--- src/rtl/bist_tpg_misr_if.sv ---
// rtl/bist_tpg_misr_if.sv - controller/CUT side signal bundle for the BIST pattern/signature stage
interface bist_tpg_misr_if #(
  parameter int W = 8
);
  logic         RUNNING;
  logic         EN;
  logic         BIST_END;
  logic [W-1:0] CUT_RESP;
  logic [W-1:0] PATTERN;
  logic [W-1:0] SIGNATURE;
  logic [7:0]   PAT_CNT;
  logic         DONE;
  logic         PASS;

  // Controller / CUT side: drives session flags and the CUT response.
  modport master (
    output RUNNING, EN, BIST_END, CUT_RESP,
    input  PATTERN, SIGNATURE, PAT_CNT, DONE, PASS
  );

  // Pattern generator / signature compactor side.
  modport slave (
    input  RUNNING, EN, BIST_END, CUT_RESP,
    output PATTERN, SIGNATURE, PAT_CNT, DONE, PASS
  );
endinterface

--- src/rtl/bist_tpg_misr.sv ---
// rtl/bist_tpg_misr.sv - LFSR test pattern generator and MISR response compactor with golden compare
module bist_tpg_misr #(
  parameter int           W      = 8,
  parameter logic [W-1:0] TAPS   = 8'hB8,
  parameter logic [W-1:0] SEED   = 8'h01,
  parameter logic [W-1:0] GOLDEN = 8'h00
) (
  input logic            CLK,
  input logic            RESET,
  bist_tpg_misr_if.slave bus
);

  typedef enum logic [1:0] {
    ST_IDLE  = 2'd0,
    ST_RUN   = 2'd1,
    ST_CHECK = 2'd2,
    ST_DONE  = 2'd3
  } state_t;

  state_t       state_q;
  state_t       state_d;
  logic         do_step;
  logic         do_reload;
  logic         do_check;

  logic [W-1:0] pattern_q;
  logic [W-1:0] signature_q;
  logic [7:0]   pat_cnt_q;
  logic         done_q;
  logic         pass_q;

  // LFSR and MISR share one feedback polynomial.
  function automatic logic fb(input logic [W-1:0] x);
    return ^(x & TAPS);
  endfunction

  // State register.
  always_ff @(posedge CLK) begin
    if (RESET) begin
      state_q <= ST_IDLE;
    end else begin
      state_q <= state_d;
    end
  end

  // Next-state and datapath controls; abort/end-of-session reload wins over a step.
  always_comb begin
    state_d   = state_q;
    do_step   = 1'b0;
    do_reload = 1'b0;
    do_check  = 1'b0;
    case (state_q)
      ST_IDLE: begin
        do_step = bus.EN;
        if (bus.RUNNING) begin
          state_d = ST_RUN;
        end
      end
      ST_RUN: begin
        if (bus.BIST_END) begin
          do_step = bus.EN;
          state_d = ST_CHECK;
        end else if (!bus.RUNNING) begin
          do_reload = 1'b1;
          state_d   = ST_IDLE;
        end else begin
          do_step = bus.EN;
        end
      end
      ST_CHECK: begin
        do_check = 1'b1;
        state_d  = ST_DONE;
      end
      ST_DONE: begin
        if (!bus.BIST_END) begin
          do_reload = 1'b1;
          state_d   = ST_IDLE;
        end
      end
      default: begin
        do_reload = 1'b1;
        state_d   = ST_IDLE;
      end
    endcase
  end

  // Pattern/signature/count registers and the end-of-test verdict.
  always_ff @(posedge CLK) begin
    if (RESET || do_reload) begin
      pattern_q   <= SEED;
      signature_q <= '0;
      pat_cnt_q   <= 8'd0;
      done_q      <= 1'b0;
      pass_q      <= 1'b0;
    end else if (do_step) begin
      pattern_q   <= {pattern_q[W-2:0], fb(pattern_q)};
      signature_q <= {signature_q[W-2:0], fb(signature_q)} ^ bus.CUT_RESP;
      if (pat_cnt_q != 8'hFF) begin
        pat_cnt_q <= pat_cnt_q + 8'd1;
      end
    end else if (do_check) begin
      done_q <= 1'b1;
      pass_q <= (signature_q == GOLDEN);
    end
  end

  assign bus.PATTERN   = pattern_q;
  assign bus.SIGNATURE = signature_q;
  assign bus.PAT_CNT   = pat_cnt_q;
  assign bus.DONE      = done_q;
  assign bus.PASS      = pass_q;

endmodule

--- src/flat_wrapper.sv ---
// flat-port wrapper written by rule: the top's interface ports become plain ports
module bist_tpg_misr_flat 
#(
  parameter int           W      = 8,
  parameter logic [W-1:0] TAPS   = 8'hB8,
  parameter logic [W-1:0] SEED   = 8'h01,
  parameter logic [W-1:0] GOLDEN = 8'h00
)
  (CLK, RESET, bus_RUNNING, bus_EN, bus_BIST_END, bus_CUT_RESP, bus_PATTERN, bus_SIGNATURE, bus_PAT_CNT, bus_DONE, bus_PASS);
  bist_tpg_misr_if #(.W(W)) bus_i ();
  input logic CLK;
  input logic RESET;
  input wire logic [$bits(bus_i.RUNNING)-1:0] bus_RUNNING;
  input wire logic [$bits(bus_i.EN)-1:0] bus_EN;
  input wire logic [$bits(bus_i.BIST_END)-1:0] bus_BIST_END;
  input wire logic [$bits(bus_i.CUT_RESP)-1:0] bus_CUT_RESP;
  output wire logic [$bits(bus_i.PATTERN)-1:0] bus_PATTERN;
  output wire logic [$bits(bus_i.SIGNATURE)-1:0] bus_SIGNATURE;
  output wire logic [$bits(bus_i.PAT_CNT)-1:0] bus_PAT_CNT;
  output wire logic [$bits(bus_i.DONE)-1:0] bus_DONE;
  output wire logic [$bits(bus_i.PASS)-1:0] bus_PASS;
  assign bus_i.RUNNING = bus_RUNNING;
  assign bus_i.EN = bus_EN;
  assign bus_i.BIST_END = bus_BIST_END;
  assign bus_i.CUT_RESP = bus_CUT_RESP;
  assign bus_PATTERN = bus_i.PATTERN;
  assign bus_SIGNATURE = bus_i.SIGNATURE;
  assign bus_PAT_CNT = bus_i.PAT_CNT;
  assign bus_DONE = bus_i.DONE;
  assign bus_PASS = bus_i.PASS;
  bist_tpg_misr #(.W(W), .TAPS(TAPS), .SEED(SEED), .GOLDEN(GOLDEN)) u_core (.CLK(CLK), .RESET(RESET), .bus(bus_i));
endmodule
--- config.mk ---
export PLATFORM = sky130hd
export DESIGN_NAME = bist_tpg_misr_flat
export DESIGN_NICKNAME = d
export VERILOG_FILES = /design/src/rtl/bist_tpg_misr_if.sv /design/src/rtl/bist_tpg_misr.sv /design/src/flat_wrapper.sv
export SDC_FILE = /design/constraint.sdc
export NUM_CORES = 1
export LEC_CHECK = 0
export BUFFER_PORTS_ARGS = -buffer_cell sky130_fd_sc_hd__buf_2
export CORE_MARGIN = 2
export CORE_UTILIZATION = 50
export CTS_BUF_LIST = sky130_fd_sc_hd__clkbuf_16
export CTS_CLUSTER_DIAMETER = 120
export DETAILED_ROUTE_END_ITERATION = 10
export GPL_TIMING_DRIVEN = 1
export PLACE_DENSITY = 0.9
export SYNTH_ARGS = -nofsm -noshare
export SYNTH_HDL_FRONTEND = slang
export SYNTH_SLANG_ARGS = --single-unit
--- constraint.sdc ---
create_clock -name CLK -period 2.2 [get_ports CLK]
set_clock_uncertainty 0.15 [all_clocks]
set_input_delay 0 -clock CLK [delete_from_list [all_inputs] [get_ports CLK]]
set_output_delay 0 -clock CLK [all_outputs]
set_load 0.05 [all_outputs]
Word-level counts from Yosys, hierarchy flattened
Cells that the tools add are included.
{"block": "totals", "out_inout_bits": 26, "inputBits": 13, "regBits": 28, "wordCells": 37}
{"block": "op_classes", "n_addsub": 1, "bitwise": 2, "eq_ne": 7, "n_reduce_logical": 8, "mux": 13}
{"op": "8-bit XOR reduction", "count": 2}
{"op": "8-bit by 1-bit adder with 8-bit output (second input constant)", "count": 1}
{"op": "8-bit logical NOT", "count": 1}
{"op": "2-bit 2-to-1 mux", "count": 4}
{"op": "8-bit inequality test (second input constant)", "count": 1}
{"op": "2-bit one-hot mux with 4 select lines", "count": 1}
{"op": "8-bit XOR", "count": 1}
{"op": "1-bit 2-to-1 mux", "count": 6}
{"op": "2-bit equality test (second input constant)", "count": 2}
{"op": "2-bit inequality test (second input constant)", "count": 2}
{"op": "1-bit one-hot mux with 2 select lines", "count": 2}
{"op": "2-bit AND reduction", "count": 2}
{"op": "3-bit inequality test (second input constant)", "count": 1}
{"op": "3-bit AND reduction", "count": 1}
{"op": "2-bit by 1-bit equality test with 1-bit output (second input constant)", "count": 1}
{"op": "2-bit logical NOT", "count": 1}
{"op": "1-bit logical OR", "count": 1}
{"op": "1-bit NOT", "count": 1}

Longest topological paths before layout
{"block": "logic_depth", "depth_word": 5, "ltp_mapped": 6}

Worst setup path before layout
No wires, ideal clock.
{"block": "synth_timing", "kind": "reg2reg", "start": "register u_core.pat_cnt_q[0] (netlist: u_core.bus.PAT_CNT[0])", "end": "register u_core.pat_cnt_q[6] (netlist: u_core.bus.PAT_CNT[6])", "setup_time_ns": 0.116, "period_less_slack_ns": 1.997, "slack_ns": 0.203, "arrival_time_ns": 1.731, "n_path_buf": 0, "stages_incl_launch_ff": 5, "required_time_ns": 1.934, "path_cell_list": "dfxtp_1 ha_1 nand3_1 or4_1 o211a_1"}
{"block": "synth_between", "elab_chain_cells": 2, "word_cells_on_any_way": 3, "classes_between": "add/sub: 1; eq/ne: 1; reduce/logical: 1"}
{"item": "start, declared", "line": "bist_tpg_misr.sv:28", "rtl": "logic [7:0] pat_cnt_q;"}
{"item": "start signal, assigned", "line": "bist_tpg_misr.sv:99", "rtl": "pat_cnt_q <= pat_cnt_q + 8'd1;"}
{"item": "branches (longest 2 deep; another with 8-bit by 1-bit adder with 8-bit output)"}
Parallel ways; which one is timed is not known.
A chain may end at the register's enable or synchronous reset.

Worst setup path in the final report
{"block": "layout_timing", "start": "register u_core.state_q[0]", "end": "register u_core.signature_q[4] (netlist: u_core.bus.SIGNATURE[4])"}
{"block": "layout_between", "elab_chain_cells": 3, "word_cells_on_any_way": 6, "classes_between": "eq/ne: 2; mux: 2; reduce/logical: 2"}
{"item": "start, declared", "line": "bist_tpg_misr.sv:20", "rtl": "state_t state_q;"}
{"item": "start signal, assigned", "line": "bist_tpg_misr.sv:42", "rtl": "state_q <= state_d;"}
{"item": "2-bit equality test or 2-bit by 1-bit equality test with 1-bit output (tied branches)", "line": "bist_tpg_misr.sv:52", "rtl": "case (state_q)"}
{"item": "1-bit one-hot mux with 2 select lines", "line": "bist_tpg_misr.sv:52"}
{"item": "1-bit logical OR", "line": "bist_tpg_misr.sv:89", "rtl": "if (RESET || do_reload) begin"}
{"item": "end signal, assigned", "line": "bist_tpg_misr.sv:97", "rtl": "signature_q <= {signature_q[W-2:0], fb(signature_q)} ^ bus.CUT_RESP;"}
{"item": "end, declared", "line": "bist_tpg_misr.sv:27", "rtl": "logic [W-1:0] signature_q;"}
Parallel ways exist; a longest one is shown, timed or not.

==> impl_summary.txt <==
----------------------------------------------------
[Run status]
  Run status ... completed

[Setup path]
  Slowest cell on the critical path ... sky130_fd_sc_hd__nand2_1
  Delay-heaviest family, CP ... simple AND/OR/NAND/NOR gates
  Max FO, Critical Path ... 17
  Largest stage delay on the critical path ... about 0.44 ns
  Required time reported for the critical path endpoint ... roughly 2.2 ns
  Critical path buffers and inverters ... 0
  Critical Path, Cell by Cell ... or3b_1, nand2_1, nor2_1, a211oi_1
  Endpoint type of the worst setup path ... flip-flop
  Class of the most critical setup path ... flip-flop to flip-flop
  WP data arrival ... 1.86 ns
  Kind of launch point of the worst setup path ... flip-flop

[Synth]
  Count of warnings emitted by yosys ... 0
  Sequential cell area fraction in the yosys report ... a little over two fifths
  Total of flip-flops plus latches after synthesis ... 28
  Synth Cell Area ... between 1000 and 1500 um^2
  Cells after Synth ... 150
  Syn_area_per_cell ... about 8.8 um^2
  Net count after synthesis ... approximately 170
  Number of library cell types mapped by synthesis ... 34

[Final layout]
  Final non-filler cell total ... between 200 and 250
  FILL cells ... 180
  Most used cells in the layout excluding fill and tap cells ... sky130_fd_sc_hd__buf_2, sky130_fd_sc_hd__dfxtp_1, sky130_fd_sc_hd__nand2_1
  Fraction of layout cells with a size suffix above 1 ... 25.0%
  Most frequent standard cell in the layout excluding fill and tap cells ... sky130_fd_sc_hd__buf_2
  Area overhead of the layout relative to synthesis ... 29.9%
  Count of nets after finishing ... 216
  Antenna cells ... 0

[Clock network]
  Clock network latency to the later pin of the worst-skew pair ... approximately 0.25 ns
  Clock tree buffer depth ... 2
  Clock input transition at the sequential cells of the worst setup and hold paths ... roughly 0.06 ns
  Count of H-tree levels built during CTS ... 1
  CTS tree ... built
  CTS sink count ... 28
  Clk root buf ... sky130_fd_sc_hd__clkbuf_16
  Number of buffers added by the clock tree synthesis step ... 3
  Cells resized by post-CTS repair ... 0

[Floorplan]
  Core box area ... roughly 2500 um^2
  Top-level port count ... 39
  Die Wd ... roughly 55 um
  Initial core utilization ... a little over half
  Die extent in y ... between 50 and 60 um
  Placement row count ... 18
  Area enclosed by the die boundary ... between 3000 and 4000 um^2

[Power]
  Logic gate share of total power ... ~23%
  Net Sw Power ... around 370 uW
  Ratio of total power to cell area ... 731 nW/um^2
  Internal Pwr Total ... around 900 uW
  Leakage ... ~0.72 nW
  Seq pwr share ... a little under half
  Highest ir drop seen on vdd ... about 400 uV
  Share of total power in the clock network ... a little under a third
  Proportion of total power due to net switching ... a little under 30%

[Global routing]
  Vias in the first global route ... ~1,200
  Initial antenna violation count ... 0
  Wire length of the first global-routing pass ... ~5.2 mm
  GRT Residual Overflow ... 0
  Total routing resource utilization after global routing ... between 20% and 30%
  Largest net degree at the start of global routing ... 20

[Hold path]
  Class of the tightest hold or removal check ... input port to flip-flop

[Drt]
  ANT nets after route ... 0
  Via count ... between 1,000 and 1,500
  Total Routed Length ... 3.13 mm
  Drt wl/cell ... 13.6 um
  Final routed DRC violation total ... 0
  Number of optimization iterations in the first detailed-route pass ... 4
  DRT iter0 DRCs ... 27
  Post-DR vias/cell ... 5.58

[Placed design]
  Half-perimeter wire length of the detailed placement result ... 2.22 mm
  Cell Count Post-Placement ... 215
  Port Buf Inserts ... 38
  Routability congestion estimate ... between 0.8 and 0.9

[Timing]
  Final worst path period need ... about 1.8 ns
  Worst-Margin Slew ... ~0.55 ns
  Total count of hold-check failures in the final report ... 0
  Final worst-path cycle share ... 83.7%
  Unrepaired setup endpoints after global routing ... no
  Number of slew-limit violations in the final report ... 0
  Max transition margin ... between 60% and 70%
  Hold Worst Slack ... ~0.014 ns
  Setup-violating endpoint count in the final report ... 0
  Total Neg Setup Slack ... 0 ns
  Achievable frequency ... about 540 MHz

[Flow run]
  Max Cap Viol ... 0

----------------------------------------------------
## per-layer routing
layer  share of wire (%)  GRT usage [%]  wire, um  up-vias
met5                   0              0         0        -
met4                0.93           6.27        29        0
met3                 6.1           4.22       191        6
met2                  50           38.8      1570       52
met1                  43           23.1      1340      601
li1                    -              -         -      625
## area by class of cell
type | instances | area (um^2) | area share (%)
Inverter | 5 | 18.8 | 1.10
Sequential cell | 28 | 561 | 32.7
Clock buffer | 3 | 75.1 | 4.39
Clock inverter | 1 | 3.75 | 0.219
Timing Repair Buffer | 51 | 315 | 18.4
Multi-Input combinational cell | 112 | 701 | 40.9
Tap cell | 30 | 37.5 | 2.19
## synthesized netlist by cell type, drive strengths merged
cell type / instances / share of area (%)
a211oi: 11 / 8.2
a21o: 1 / 0.57
a21oi: 14 / 5.3
a31oi: 2 / 0.95
and2: 1 / 0.66
and2b: 1 / 0.66
and3b: 2 / 1.3
and4: 2 / 1.3
buf: 3 / 2.3
clkbuf: 2 / 0.57
dfxtp: 28 / 43
ha: 2 / 1.9
inv: 5 / 1.4
nand2: 22 / 6.3
nand2b: 1 / 0.48
nand3: 3 / 1.1
nand4b: 1 / 0.66
nor2: 16 / 4.6
nor2b: 1 / 0.48
nor3: 3 / 1.1
nor3b: 1 / 0.57
nor4b: 2 / 1.3
o211a: 1 / 0.76
o211ai: 2 / 1.1
o21ai: 3 / 1.1
o31ai: 2 / 1.1
or2b: 1 / 0.57
or3: 1 / 0.48
or3b: 1 / 0.66
or4: 2 / 1.1
xnor2: 11 / 7.3
xor2: 2 / 1.3
## stage by stage
stage | power (mW) | area [um^2] | setup WS, ns | util [%]
floorplan | 0.785 | 1320 | 0.203 | -
detailed placement | 0.845 | 1520 | 0.407 | 61.5
global placement | 0.836 | 1520 | 0.521 | 61.5
finish | 1.25 | 1710 | 0.358 | 69.1
global route | 1.31 | 1710 | 0.218 | 69.1
CTS | 1.26 | 1710 | 0.393 | 69.1
## power by group through the flow
stage	Sequential (mW)	Clock [mW]	Combinational [mW]
global placement	0.574	0	0.262
finish	0.567	0.397	0.287
floorplan	0.662	0	0.123
detailed placement	0.577	0	0.268
CTS	0.566	0.406	0.286
global route	0.571	0.425	0.310
## path summary, 6_finish.rpt
check                          from                      end  slack (ns)  cells after the start
setup / recovery  u_core.state_q[0]  u_core.bus.SIGNATURE[4]        0.36                      4
hold / removal      bus_CUT_RESP[0]  u_core.bus.SIGNATURE[0]        0.01                      4
setup reg to reg  u_core.state_q[0]  u_core.bus.SIGNATURE[4]        0.36                      4
hold reg to reg     u_core.bus.PASS          u_core.bus.PASS        0.31                      2
## worst reg2reg max path: cells and delay by family, from the launching register on
family / cells / cell delay, ns
AND/OR/NAND/NOR: 3 / 0.98
AO/OA/AOI/OAI: 1 / 0.22
flip-flops: 1 / 0.40
## cell families after synthesis
logic type               after synthesis  synth area share, %
AO/OA/AOI/OAI                         36                 19.2
XOR/XNOR                              13                 8.64
adder cells (fa/ha/maj)                2                 1.90
buffers and inverters                 10                 4.27
flip-flops                            28                 42.5
AND/OR/NAND/NOR                       61                 23.5
## sequential cells by signal (all words and copies together), names as in the netlist, named ones only
signal,flops
u_core.bus.PAT_CNT,8
u_core.state_q,1
u_core.bus.SIGNATURE,8
u_core.bus.PASS,1
u_core.bus.PATTERN,8
u_core.bus.DONE,1
## timing repair
| item | CTS | global route |
|---|---|---|
| hold buffers | 11 | 0 |
| hold endpoints to repair | 11 | 0 |
| setup buffers | 0 | 0 |
Note: power is estimated with default switching activity, not from simulation.
